File: src/rtl/noc_params.sv
// Shared NoC types and link-buffer defaults.
// VC_NUM must be a power of two so VC indices wrap naturally.
package noc_params;
  localparam int VC_NUM           = 4;
  localparam int VC_SIZE          = $clog2(VC_NUM);
  localparam int DATA_W           = 16;
  localparam int LINK_BUFFER_SIZE = 8;
  localparam int LINK_OFF_MARGIN  = 3;
  localparam int LINK_ON_HYST     = 1;

  typedef enum logic [1:0] {HEAD, BODY, TAIL, HEADTAIL} flit_label_t;

  typedef struct packed {
    flit_label_t        flit_label;
    logic [VC_SIZE-1:0] vc_id;
    logic [DATA_W-1:0]  data;
  } flit_t;
endpackage

File: src/rtl/router2router.sv
// Router-to-router link: flit forward path plus per-VC on/off and allocatable back path.
interface router2router;
  import noc_params::*;
  flit_t              data;
  logic               is_valid;
  logic [VC_NUM-1:0]  is_on_off;
  logic [VC_NUM-1:0]  is_allocatable;

  modport upstream (output data, is_valid, input is_on_off, is_allocatable);
  modport downstream (input data, is_valid, output is_on_off, is_allocatable);
endinterface

File: src/rtl/link_vc_fifo.sv
// Single-VC circular flit buffer with occupancy and a hysteresis on/off flag.
module link_vc_fifo
  import noc_params::*;
#(
  parameter int DEPTH      = 8,
  parameter int OFF_MARGIN = 3,
  parameter int ON_HYST    = 1
) (
  input  logic                   clk,
  input  logic                   rst,
  input  logic                   push,
  input  logic                   pop,
  input  flit_t                  din,
  output flit_t                  head,
  output logic                   empty,
  output logic [$clog2(DEPTH):0] occ_next,
  output logic                   on_off,
  output logic                   accepted,
  output logic                   overflow
);
  localparam int AW = $clog2(DEPTH);
  localparam int OW = AW + 1;
  localparam logic [AW:0] FULL_LVL = OW'(DEPTH);
  localparam logic [AW:0] OFF_LVL  = OW'(DEPTH - OFF_MARGIN);
  localparam logic [AW:0] ON_LVL   = OW'(DEPTH - OFF_MARGIN - ON_HYST);

  flit_t          mem [DEPTH];
  logic [AW-1:0]  wr_ptr;
  logic [AW-1:0]  rd_ptr;
  logic [AW:0]    occ;
  logic           full;

  assign empty    = (occ == '0);
  assign full     = (occ == FULL_LVL);
  // a pop in the same cycle frees the slot, so a full queue can still take the push
  assign accepted = push && (!full || pop);
  assign overflow = push && full && !pop;
  assign head     = mem[rd_ptr];

  always_comb begin
    occ_next = occ;
    if (accepted && !pop)      occ_next = occ + 1'b1;
    else if (!accepted && pop) occ_next = occ - 1'b1;
  end

  always_ff @(posedge clk) begin
    if (rst) begin
      wr_ptr <= '0;
      rd_ptr <= '0;
      occ    <= '0;
      on_off <= 1'b1;
    end else begin
      if (accepted) wr_ptr <= wr_ptr + 1'b1;
      if (pop)      rd_ptr <= rd_ptr + 1'b1;
      occ <= occ_next;
      if (occ_next >= OFF_LVL)     on_off <= 1'b0;
      else if (occ_next <= ON_LVL) on_off <= 1'b1;
    end
  end

  always_ff @(posedge clk) begin
    if (accepted) mem[wr_ptr] <= din;
  end
endmodule

File: src/rtl/chiplet_link_buffer.sv
// Per-VC link buffer between chiplets: buffers flits per VC with on/off backpressure
// and forwards one flit per cycle chosen round-robin among eligible VCs.
module chiplet_link_buffer
  import noc_params::*;
#(
  parameter int BUFFER_SIZE = LINK_BUFFER_SIZE,
  parameter int OFF_MARGIN  = LINK_OFF_MARGIN,
  parameter int ON_HYST     = LINK_ON_HYST
) (
  input  logic                clk,
  input  logic                rst,
  router2router.downstream    in_port,
  router2router.upstream      out_port,
  output logic                overflow_err
);
  localparam int OW = $clog2(BUFFER_SIZE) + 1;

  logic [VC_NUM-1:0]  push;
  logic [VC_NUM-1:0]  pop;
  logic [VC_NUM-1:0]  empty;
  logic [VC_NUM-1:0]  on_off;
  logic [VC_NUM-1:0]  accepted;
  logic [VC_NUM-1:0]  ovf;
  logic [VC_NUM-1:0]  eligible;
  logic [VC_NUM-1:0]  open_q;
  logic [VC_NUM-1:0]  open_next;
  logic [VC_NUM-1:0]  alloc_q;
  logic [VC_NUM-1:0]  alloc_next;
  flit_t              head [VC_NUM];
  logic [OW-1:0]      occ_next [VC_NUM];

  logic [VC_SIZE-1:0] rr_ptr;
  logic [VC_SIZE-1:0] winner;
  logic [VC_SIZE-1:0] idx;
  logic               found;
  flit_t              out_data;
  logic               out_valid;
  logic               unused_alloc;

  for (genvar v = 0; v < VC_NUM; v++) begin : g_vc
    assign push[v] = in_port.is_valid && (in_port.data.vc_id == VC_SIZE'(v));

    link_vc_fifo #(
      .DEPTH      (BUFFER_SIZE),
      .OFF_MARGIN (OFF_MARGIN),
      .ON_HYST    (ON_HYST)
    ) u_fifo (
      .clk      (clk),
      .rst      (rst),
      .push     (push[v]),
      .pop      (pop[v]),
      .din      (in_port.data),
      .head     (head[v]),
      .empty    (empty[v]),
      .occ_next (occ_next[v]),
      .on_off   (on_off[v]),
      .accepted (accepted[v]),
      .overflow (ovf[v])
    );
  end

  assign eligible = ~empty & out_port.is_on_off;

  always_comb begin
    found  = 1'b0;
    winner = rr_ptr;
    idx    = '0;
    pop    = '0;
    for (int i = 0; i < VC_NUM; i++) begin
      idx = rr_ptr + VC_SIZE'(i);
      if (!found && eligible[idx]) begin
        found  = 1'b1;
        winner = idx;
      end
    end
    if (found) pop[winner] = 1'b1;
  end

  // popping a tail closes before a same-cycle head on that VC reopens it
  always_comb begin
    open_next  = open_q;
    alloc_next = '1;
    for (int v = 0; v < VC_NUM; v++) begin
      if (pop[v] && (head[v].flit_label inside {TAIL, HEADTAIL})) open_next[v] = 1'b0;
      if (accepted[v] && (in_port.data.flit_label inside {HEAD, HEADTAIL})) open_next[v] = 1'b1;
      alloc_next[v] = (occ_next[v] == '0) && !open_next[v];
    end
  end

  always_ff @(posedge clk) begin
    if (rst) begin
      rr_ptr       <= '0;
      out_valid    <= 1'b0;
      out_data     <= '0;
      open_q       <= '0;
      alloc_q      <= '1;
      overflow_err <= 1'b0;
    end else begin
      out_valid <= found;
      if (found) begin
        out_data <= head[winner];
        rr_ptr   <= winner + 1'b1;
      end
      open_q       <= open_next;
      alloc_q      <= alloc_next;
      overflow_err <= overflow_err | (|ovf);
    end
  end

  assign out_port.data          = out_data;
  assign out_port.is_valid      = out_valid;
  assign in_port.is_on_off      = on_off;
  assign in_port.is_allocatable = alloc_q;
  assign unused_alloc           = ^out_port.is_allocatable;
endmodule

File: src/flat_wrapper.sv
// flat-port wrapper written by rule: the top's interface ports become plain ports
module chiplet_link_buffer_flat import noc_params::*;
#(
  parameter int BUFFER_SIZE = LINK_BUFFER_SIZE,
  parameter int OFF_MARGIN  = LINK_OFF_MARGIN,
  parameter int ON_HYST     = LINK_ON_HYST
)
  (clk, rst, overflow_err, in_port_data, in_port_is_valid, in_port_is_on_off, in_port_is_allocatable, out_port_data, out_port_is_valid, out_port_is_on_off, out_port_is_allocatable);
  router2router in_port_i ();
  router2router out_port_i ();
  input  logic clk;
  input  logic rst;
  output logic overflow_err;
  input wire logic [$bits(in_port_i.data)-1:0] in_port_data;
  input wire logic [$bits(in_port_i.is_valid)-1:0] in_port_is_valid;
  output wire logic [$bits(in_port_i.is_on_off)-1:0] in_port_is_on_off;
  output wire logic [$bits(in_port_i.is_allocatable)-1:0] in_port_is_allocatable;
  output wire logic [$bits(out_port_i.data)-1:0] out_port_data;
  output wire logic [$bits(out_port_i.is_valid)-1:0] out_port_is_valid;
  input wire logic [$bits(out_port_i.is_on_off)-1:0] out_port_is_on_off;
  input wire logic [$bits(out_port_i.is_allocatable)-1:0] out_port_is_allocatable;
  assign in_port_i.data = in_port_data;
  assign in_port_i.is_valid = in_port_is_valid;
  assign in_port_is_on_off = in_port_i.is_on_off;
  assign in_port_is_allocatable = in_port_i.is_allocatable;
  assign out_port_data = out_port_i.data;
  assign out_port_is_valid = out_port_i.is_valid;
  assign out_port_i.is_on_off = out_port_is_on_off;
  assign out_port_i.is_allocatable = out_port_is_allocatable;
  chiplet_link_buffer #(.BUFFER_SIZE(BUFFER_SIZE), .OFF_MARGIN(OFF_MARGIN), .ON_HYST(ON_HYST)) u_core (.clk(clk), .rst(rst), .in_port(in_port_i), .out_port(out_port_i), .overflow_err(overflow_err));
endmodule
File: config.mk
export PLATFORM = sky130hd
export DESIGN_NAME = chiplet_link_buffer_flat
export DESIGN_NICKNAME = d
export VERILOG_FILES = /design/src/rtl/noc_params.sv /design/src/rtl/router2router.sv /design/src/rtl/link_vc_fifo.sv /design/src/rtl/chiplet_link_buffer.sv /design/src/flat_wrapper.sv
export SDC_FILE = /design/constraint.sdc
export NUM_CORES = 1
export LEC_CHECK = 0
export ABC_AREA = 1
export BUFFER_PORTS_ARGS = -buffer_cell sky130_fd_sc_hd__buf_2
export CAP_MARGIN = 20
export CORE_ASPECT_RATIO = 0.8
export CORE_MARGIN = 4
export CORE_UTILIZATION = 30
export CTS_CLUSTER_DIAMETER = 40
export CTS_CLUSTER_SIZE = 8
export DETAILED_ROUTE_END_ITERATION = 8
export SYNTH_ARGS = -nofsm -noshare
export SYNTH_HDL_FRONTEND = slang
export SYNTH_SLANG_ARGS = --single-unit
File: constraint.sdc
create_clock -name clk -period 7.6 [get_ports clk]
set_clock_uncertainty 0.05 [all_clocks]
set_input_delay 1.14 -clock clk [delete_from_list [all_inputs] [get_ports clk]]
set_output_delay 1.14 -clock clk [all_outputs]
set_load 0.005 [all_outputs]
---- Yosys cells after proc, flatten, opt, wreduce, memory -nomap -nowiden ----
Memories as Yosys holds them, arrays and structs flattened. A register that Yosys moved wholly into a read port is not among the register bits.
Index checks and enable logic that the tools add are counted.
storage, ports and cells
  flip-flop bits (word level) ............. 76
  RAM bits ................................ 640
  input bits .............................. 31
  output and inout port bits .............. 30
  word-level logic and storage cells ...... 227
  memories kept ........................... 4
memory list
  name                       words  bits a word  rd ports  clocked after memory_dff  write ports  RTL line            source
  u_core.g_vc[0].u_fifo.mem  8      20           1         1                         1            link_vc_fifo.sv:27  flit_t mem [DEPTH];
  u_core.g_vc[1].u_fifo.mem  8      20           1         1                         1            link_vc_fifo.sv:27
  u_core.g_vc[2].u_fifo.mem  8      20           1         1                         1            link_vc_fifo.sv:27
  u_core.g_vc[3].u_fifo.mem  8      20           1         1                         1            link_vc_fifo.sv:27
operators by class
  add/subtract/negate cells ............... 20
  $lt $le $gt $ge ......................... 15
  equality and inequality tests ........... 16
  muxes and demuxes ....................... 61
  bitwise gates (word level) .............. 4
  reductions and logical operators ........ 83
operator list
  operator                                                                             number
  20-bit binary-select mux with 2-bit select                                           1
  1-bit logical AND                                                                    40
  20-bit 2-to-1 mux                                                                    2
  4-bit 2-to-1 mux                                                                     9
  1-bit 2-to-1 mux                                                                     33
  4-bit logical NOT                                                                    8
  3-bit by 1-bit adder with 3-bit output, second input constant                        8
  3-bit 2-to-1 mux                                                                     8
  2-bit == test, second input constant                                                 11
  1-bit logical NOT                                                                    19
  2-bit nonzero test                                                                   9
  4-bit by 1-bit adder with 4-bit output, second input constant                        4
  4-bit == test, second input constant                                                 4
  4-bit by 3-bit greater-or-equal comparator with 1-bit output, second input constant  4
  4-bit by 3-bit <= comparator with 1-bit output, second input constant                4
  4-bit by 1-bit subtractor with 4-bit output, second input constant                   4
  2-bit by 3-bit < comparator with 1-bit output, second input constant                 5
  1-bit binary-select mux with 2-bit select                                            4
  2-bit 2-to-1 mux                                                                     3
  2-bit by 1-bit adder with 2-bit output, second input constant                        2
  2-bit adder, second input constant                                                   2
  4-bit bitwise AND                                                                    1
  2-bit logical NOT                                                                    2
  1-bit logical OR                                                                     4
  8 further kinds                                                                      8

---- Longest topological paths before layout ----
  depth in word-level cells ............... 29
  mapped depth ............................ 23
  depth with buffers taken out ............ 23

---- Modules after synthesis ----
Synthesis repeated with hierarchy kept, for this count alone.
second synthesis, totals
  cells, all modules ...................... 2780
  area total of the unflattened synthesis .. 30445.4 um2
by module, submodules not included
  module                                     instances  cells each  area each (um2)  seq. area each (um2)
  link_vc_fifo at u_core.g_vc[0].u_fifo ...  2          587         6947.9           5084.9
  link_vc_fifo at u_core.g_vc[3].u_fifo      1          587         6962.9           5084.9
  link_vc_fifo at u_core.g_vc[2].u_fifo      1          589         6961.7           5084.9
  chiplet_link_buffer                        1          430         2625.0           640.6

---- Worst setup path after synthesis ----
Ideal clock, no wire load.
  path kind ............................... input -> register
  start ................................... input out_port_is_on_off[3]
  end ..................................... memory u_core.g_vc[3].u_fifo.mem[0][0] in the netlist's numbering, enable pin
  library setup time ...................... 397 ps
  arrival ................................. 3400 ps
  required time ........................... 7153 ps
  setup slack ............................. 3754 ps
  cell stages on the path ................. 14
  buffers on the path ..................... 0
  cells stage by stage .................... nand3_1 -> nand2_1 -> nand2_1 -> nand2_2 -> nand4_4 -> nand2_1 -> nand2_2 -> nor2_4 -> nand2_4 -> nand2_1 -> nand2_1 -> inv_1 -> nand2_1 -> nor2_1
on the way
  longest elaborated chain between the ends .. 22
  elaborated cells between the ends (all ways) .. 32
  those cells by class .................... order compare: 2; mux: 20; bitwise: 1; reduce/logical: 9
RTL lines
  item                                       RTL line                   source
  start: declaration                         flat_wrapper.sv:20         input wire logic [$bits(out_port_i.is_on_off)-1:0] out_port_is_on_off;
  4-bit bitwise AND *                        chiplet_link_buffer.sv:62  assign eligible = ~empty & out_port.is_on_off;
  1-bit binary-select mux with 2-bit select  chiplet_link_buffer.sv:71  if (!found && eligible[idx]) begin
  1-bit 2-to-1 mux (not written as such)     chiplet_link_buffer.sv:71
  1-bit 2-to-1 mux                           chiplet_link_buffer.sv:71
  1-bit logical NOT                          chiplet_link_buffer.sv:71
  1-bit logical AND                          chiplet_link_buffer.sv:71
  1-bit 2-to-1 mux                           chiplet_link_buffer.sv:71
  1-bit logical NOT                          chiplet_link_buffer.sv:71
  [6 not listed]                             --
  1-bit logical AND (not written as such)    chiplet_link_buffer.sv:76  if (found) pop[winner] = 1'b1;
  1-bit 2-to-1 mux (not written as such)     chiplet_link_buffer.sv:76
  1-bit demux with 2-bit select              --
  4-bit 2-to-1 mux *                         chiplet_link_buffer.sv:76
  1-bit logical OR *                         link_vc_fifo.sv:36         assign accepted = push && (!full || pop);
  1-bit logical AND *                        link_vc_fifo.sv:36
  1-bit 2-to-1 mux *                         link_vc_fifo.sv:62         if (accepted) mem[wr_ptr] <= din;
  1-bit 2-to-1 mux (not written as such) *   link_vc_fifo.sv:62
  end: declaration                           link_vc_fifo.sv:27
Mark *: on every way between the ends. The rest lies on a longest branch, timed or not. The select of a mux whose other input is x is not followed.

---- Worst setup path in the final report ----
  start ................................... register u_core.rr_ptr[0]
  end ..................................... memory u_core.g_vc[3].u_fifo.mem[5][6] in the netlist's numbering, enable pin
on the way
  longest elaborated chain between the ends .. 21
  elaborated cells between the ends (all ways) .. 34
  those cells by class .................... add/sub: 3; order compare: 2; mux: 20; reduce/logical: 9
RTL lines
  item                                                                                                    RTL line                    source
  start: declaration                                                                                      chiplet_link_buffer.sv:32   logic [VC_SIZE-1:0] rr_ptr;
  start signal: assignment                                                                                chiplet_link_buffer.sv:102  rr_ptr <= winner + 1'b1;
  parallel branches: the longest is 16 deep, another holds 2-bit by 3-bit < comparator with 1-bit output  --
  4-bit 2-to-1 mux *                                                                                      chiplet_link_buffer.sv:76
  1-bit logical OR *                                                                                      link_vc_fifo.sv:36
  1-bit logical AND *                                                                                     link_vc_fifo.sv:36
  1-bit 2-to-1 mux *                                                                                      link_vc_fifo.sv:62
  1-bit 2-to-1 mux (not written as such) *                                                                link_vc_fifo.sv:62
Mark *: on every way between the ends. The select of a mux whose other input is x is not followed.

==> qor.json <==
{
  "busiest_layer": "met1",
  "synth_area_leaders": "sky130_fd_sc_hd__edfxtp_1, sky130_fd_sc_hd__dfxtp_1, sky130_fd_sc_hd__o21ai_0, sky130_fd_sc_hd__nand2_1, sky130_fd_sc_hd__nor2_1",
  "yosys_register_bits": 728,
  "cts_post_setup_buffers_inserted": 0,
  "fp.dieH_um": 288,
  "global_route_wire_length_before_repair_um": 111000,
  "p_total_mw": 12.3,
  "route.detailed.vias_per_inst": 4.94,
  "gp_congestion": 0.758,
  "postSynthCellCount": 2397,
  "min-delay-path-class": "reg2reg",
  "clock_share_of_power": 0.355,
  "fin_crit_ns": 4.16,
  "global_route.usage.met1": 0.208,
  "numCtsBuffers": 105,
  "path_class": "reg2reg",
  "cts_root_buffer": "sky130_fd_sc_hd__clkbuf_16",
  "cell_internal_pwr_mw": 8.14,
  "path_clk_slew_ns": 0.05,
  "slew_violations": 0,
  "postLayoutSetupSlackWorst_ns": 3.44,
  "power.leakage_nw": 11.9,
  "critPathMaxFanout": 42,
  "power_frac_seq": 0.378,
  "dp_slack_ns": 3.07,
  "clock_tree.buffer_depth": 3,
  "synth_edf_count": 640,
  "most_frequent_cell_after_synthesis": "sky130_fd_sc_hd__edfxtp_1",
  "cts_resized": 0,
  "result_of_the_run": "complete, no violations",
  "cts_tree": "done",
  "antenna_violations_before_repair": 10,
  "layout.core_utilization": 0.354,
  "core-area_um2": 96900,
  "synth_cell_type_count": 44,
  "cts-htree-levels": 3,
  "timing.max_cap.violations": 0,
  "ir_worst_vdd_mv": 0.264,
  "synth.avg_cell_area_um2": 12.2,
  "layout-drive-gt1-share": 0.126,
  "worst_setup_path_end_kind": "register",
  "clkLatencyLatePin_ns": 0.66,
  "power_frac_comb": 0.268,
  "area_growth_syn_to_layout_pct": 16.9,
  "drt-pass1-iter-count": 5,
  "power.share.switching": 0.337,
  "clkSinkCount": 728,
  "ports_placed_on_the_boundary": 61,
  "syn_area_um2": 29300,
  "routed_wirelength_um": 73800,
  "period_utilization": 0.547,
  "synth.top_cells.by_count": "sky130_fd_sc_hd__edfxtp_1, sky130_fd_sc_hd__nand2_1, sky130_fd_sc_hd__nor2_1, sky130_fd_sc_hd__o21ai_0, sky130_fd_sc_hd__a21oi_1",
  "pin_count_of_the_biggest_net_entering_global_routing": 81,
  "setup_repair_after_global_routing_missed_its_margin": "no",
  "post_layout_nonfiller_instances": 3848,
  "grtUsageTotal": 0.140,
  "groute.layer.met2.usage": 0.201,
  "finalSetupTns_ns": 0,
  "detailedRoute.firstIterationViolations": 1823,
  "cell_accounting_for_the_most_synthesized_area": "sky130_fd_sc_hd__edfxtp_1",
  "route.vias.total": 19000,
  "synth_fp_nets": 2444,
  "final_count_of_hold_timing_violations": 0,
  "synthesis_warnings": 0,
  "finalSetupViolCount": 0,
  "max_slew.worst_pin.slew_ns": 1.00,
  "globalRouteOverflowTotal": 0,
  "synth_async_sr_flop_share": 0,
  "dpl_cells": 3660,
  "die-width_um": 357,
  "routed_wire_length_per_instance_um": 19.2,
  "max_freq_mhz": 240,
  "dpl_cell_area_um2": 31100,
  "required_time_of_the_critical_path_ns": 7.91,
  "worst-endpoint-arrival_ns": 4.47,
  "die_area_um2": 103000,
  "drc": 0,
  "synth-main-ff-cell": "sky130_fd_sc_hd__edfxtp_1",
  "use_met3": 0.0366,
  "num-nets-final": 2514,
  "placement_rows": 102,
  "power_density_nw_per_um2": 359,
  "design_area_um2": 34300,
  "postRouteAntennaNets": 0,
  "net-switching-power_mw": 4.14,
  "hold-worst-slack_ns": 0.405,
  "io_buffers": 56,
  "hpwl_detailed_um": 41800,
  "initial_core_util": 0.303,
  "yosys.area.top_type_share": 0.656,
  "slew-limit-headroom": 0.332,
  "synth-seq-area-share": 0.716,
  "holdBufCountCts": 0,
  "grt_pass1_vias": 17700,
  "critical_path.startpoint_type": "register"
}
## metal layers
metal | up-vias | part of all wire
met5 | - | 0.00096
met4 | 10 | 0.021
met3 | 126 | 0.074
met2 | 568 | 0.43
met1 | 9335 | 0.48
li1 | 8957 | -
## path summary, 6_finish.rpt
check | from | to | slack (ns) | cells past startpoint
max | u_core.rr_ptr[0]$_SDFFE_PP0N_ | u_core.g_vc[3].u_fifo.mem[5][6]$_DFFE_PP_ | 3.44 | 18
max reg2reg | u_core.rr_ptr[0]$_SDFFE_PP0N_ | u_core.g_vc[3].u_fifo.mem[5][6]$_DFFE_PP_ | 3.44 | 18
min reg2reg | u_core.g_vc[2].u_fifo.rd_ptr[2]$_SDFFE_PP0N_ | u_core.g_vc[2].u_fifo.rd_ptr[2]$_SDFFE_PP0N_ | 0.41 | 2
min | u_core.g_vc[2].u_fifo.rd_ptr[2]$_SDFFE_PP0N_ | u_core.g_vc[2].u_fifo.rd_ptr[2]$_SDFFE_PP0N_ | 0.41 | 2
## sequential cells by signal, indices dropped and copies added (netlist names), named ones only
name	count
u_core.g_vc.u_fifo.mem	640
u_core.out_port.data	20
u_core.in_port.is_allocatable	4
u_core.out_port.is_valid	1
u_core.open_q	4
u_core.g_vc.u_fifo.wr_ptr	12
u_core.g_vc.u_fifo.rd_ptr	12
u_core.overflow_err	1
u_core.rr_ptr	2
u_core.g_vc.u_fifo.occ	16
u_core.g_vc.u_fifo.on_off	4
## power by group through the flow
stage	clock network [mW]	registers (mW)	logic, mW
finish	4.35	4.64	3.29
global route	4.63	4.65	3.65
CTS	4.44	4.64	3.33
detailed placement	0	4.71	3.31
global placement	0	4.71	3.30
floorplan	0	4.68	2.21
## placed cells by master, fill, tap and decap left out, types with 2 or more instances in the layout
cell                        count
sky130_fd_sc_hd__clkbuf_16    106
sky130_fd_sc_hd__xor2_1        14
sky130_fd_sc_hd__nand4_1        8
sky130_fd_sc_hd__inv_2         19
sky130_fd_sc_hd__nor2_2        32
sky130_fd_sc_hd__nand3_1       79
sky130_fd_sc_hd__a221o_1       38
sky130_fd_sc_hd__dfxtp_1       84
sky130_fd_sc_hd__o21ai_0      275
sky130_fd_sc_hd__xnor2_1        3
sky130_fd_sc_hd__inv_1         92
sky130_fd_sc_hd__clkinv_16      2
sky130_fd_sc_hd__a221oi_1      38
sky130_fd_sc_hd__a31oi_1        2
sky130_fd_sc_hd__buf_2         56
sky130_fd_sc_hd__clkbuf_1      62
sky130_fd_sc_hd__bufinv_16      2
sky130_fd_sc_hd__o22ai_1       44
sky130_fd_sc_hd__nor2_4         4
sky130_fd_sc_hd__nand2_4        6
sky130_fd_sc_hd__o311ai_0      19
sky130_fd_sc_hd__nand2_2        9
sky130_fd_sc_hd__o221ai_1      38
sky130_fd_sc_hd__nor3_1         5
sky130_fd_sc_hd__ha_1          16
sky130_fd_sc_hd__diode_2        4
sky130_fd_sc_hd__dfxtp_2        4
sky130_fd_sc_hd__o21ai_1        4
sky130_fd_sc_hd__nor2_1       261
sky130_fd_sc_hd__nand2_1      314
sky130_fd_sc_hd__buf_4         53
sky130_fd_sc_hd__edfxtp_1     640
sky130_fd_sc_hd__clkbuf_8       4
sky130_fd_sc_hd__a21oi_1      180
sky130_fd_sc_hd__clkinv_2       3
sky130_fd_sc_hd__nand3_2       10
## final cells by class
| class | instances | area (µm²) |
|---|---|---|
| diodes | 4 | 10.0 |
| clock buffers | 172 | 2940 |
| clock inverters | 12 | 190 |
| fillers | 9278 | 62600 |
| inverters | 111 | 417 |
| multi-input cells | 1412 | 7410 |
| flip-flops and latches | 728 | 21000 |
| well taps | 1300 | 1630 |
| repair buffers | 109 | 678 |
## worst max-delay path, cell delays in order, from the launching register on
cell	delay, ns
sky130_fd_sc_hd__dfxtp_1	0.70
sky130_fd_sc_hd__inv_2	0.18
sky130_fd_sc_hd__nand3_1	0.19
sky130_fd_sc_hd__nand3_2	0.10
sky130_fd_sc_hd__nand2_4	0.16
sky130_fd_sc_hd__nand2_2	0.10
sky130_fd_sc_hd__nand2_1	0.08
sky130_fd_sc_hd__nand2_1	0.06
sky130_fd_sc_hd__nand2_1	0.08
sky130_fd_sc_hd__nand2_2	0.05
sky130_fd_sc_hd__buf_4	0.29
sky130_fd_sc_hd__nor2_4	0.31
sky130_fd_sc_hd__nand2_4	0.12
sky130_fd_sc_hd__nand2_1	0.13
sky130_fd_sc_hd__nand2_1	0.14
sky130_fd_sc_hd__nor2_1	0.14
sky130_fd_sc_hd__inv_1	0.11
sky130_fd_sc_hd__nor2_2	0.56
sky130_fd_sc_hd__buf_4	0.33
## cell families (layout without fill, tap and decap cells)
kind of cell / count (synthesis) / count (layout) / synth area share
AND/OR/NAND/NOR: 735 / 735 / 0.106
AO/OA/AOI/OAI: 643 / 643 / 0.131
flip-flops: 728 / 728 / 0.716
buffers and inverters: 257 / 404 / 0.0344
adder cells (fa/ha/maj): 16 / 16 / 0.00683
other: 0 / 4 / 0
XOR/XNOR: 18 / 18 / 0.00602
No activity file was read; power rests on OpenSTA's default activity.
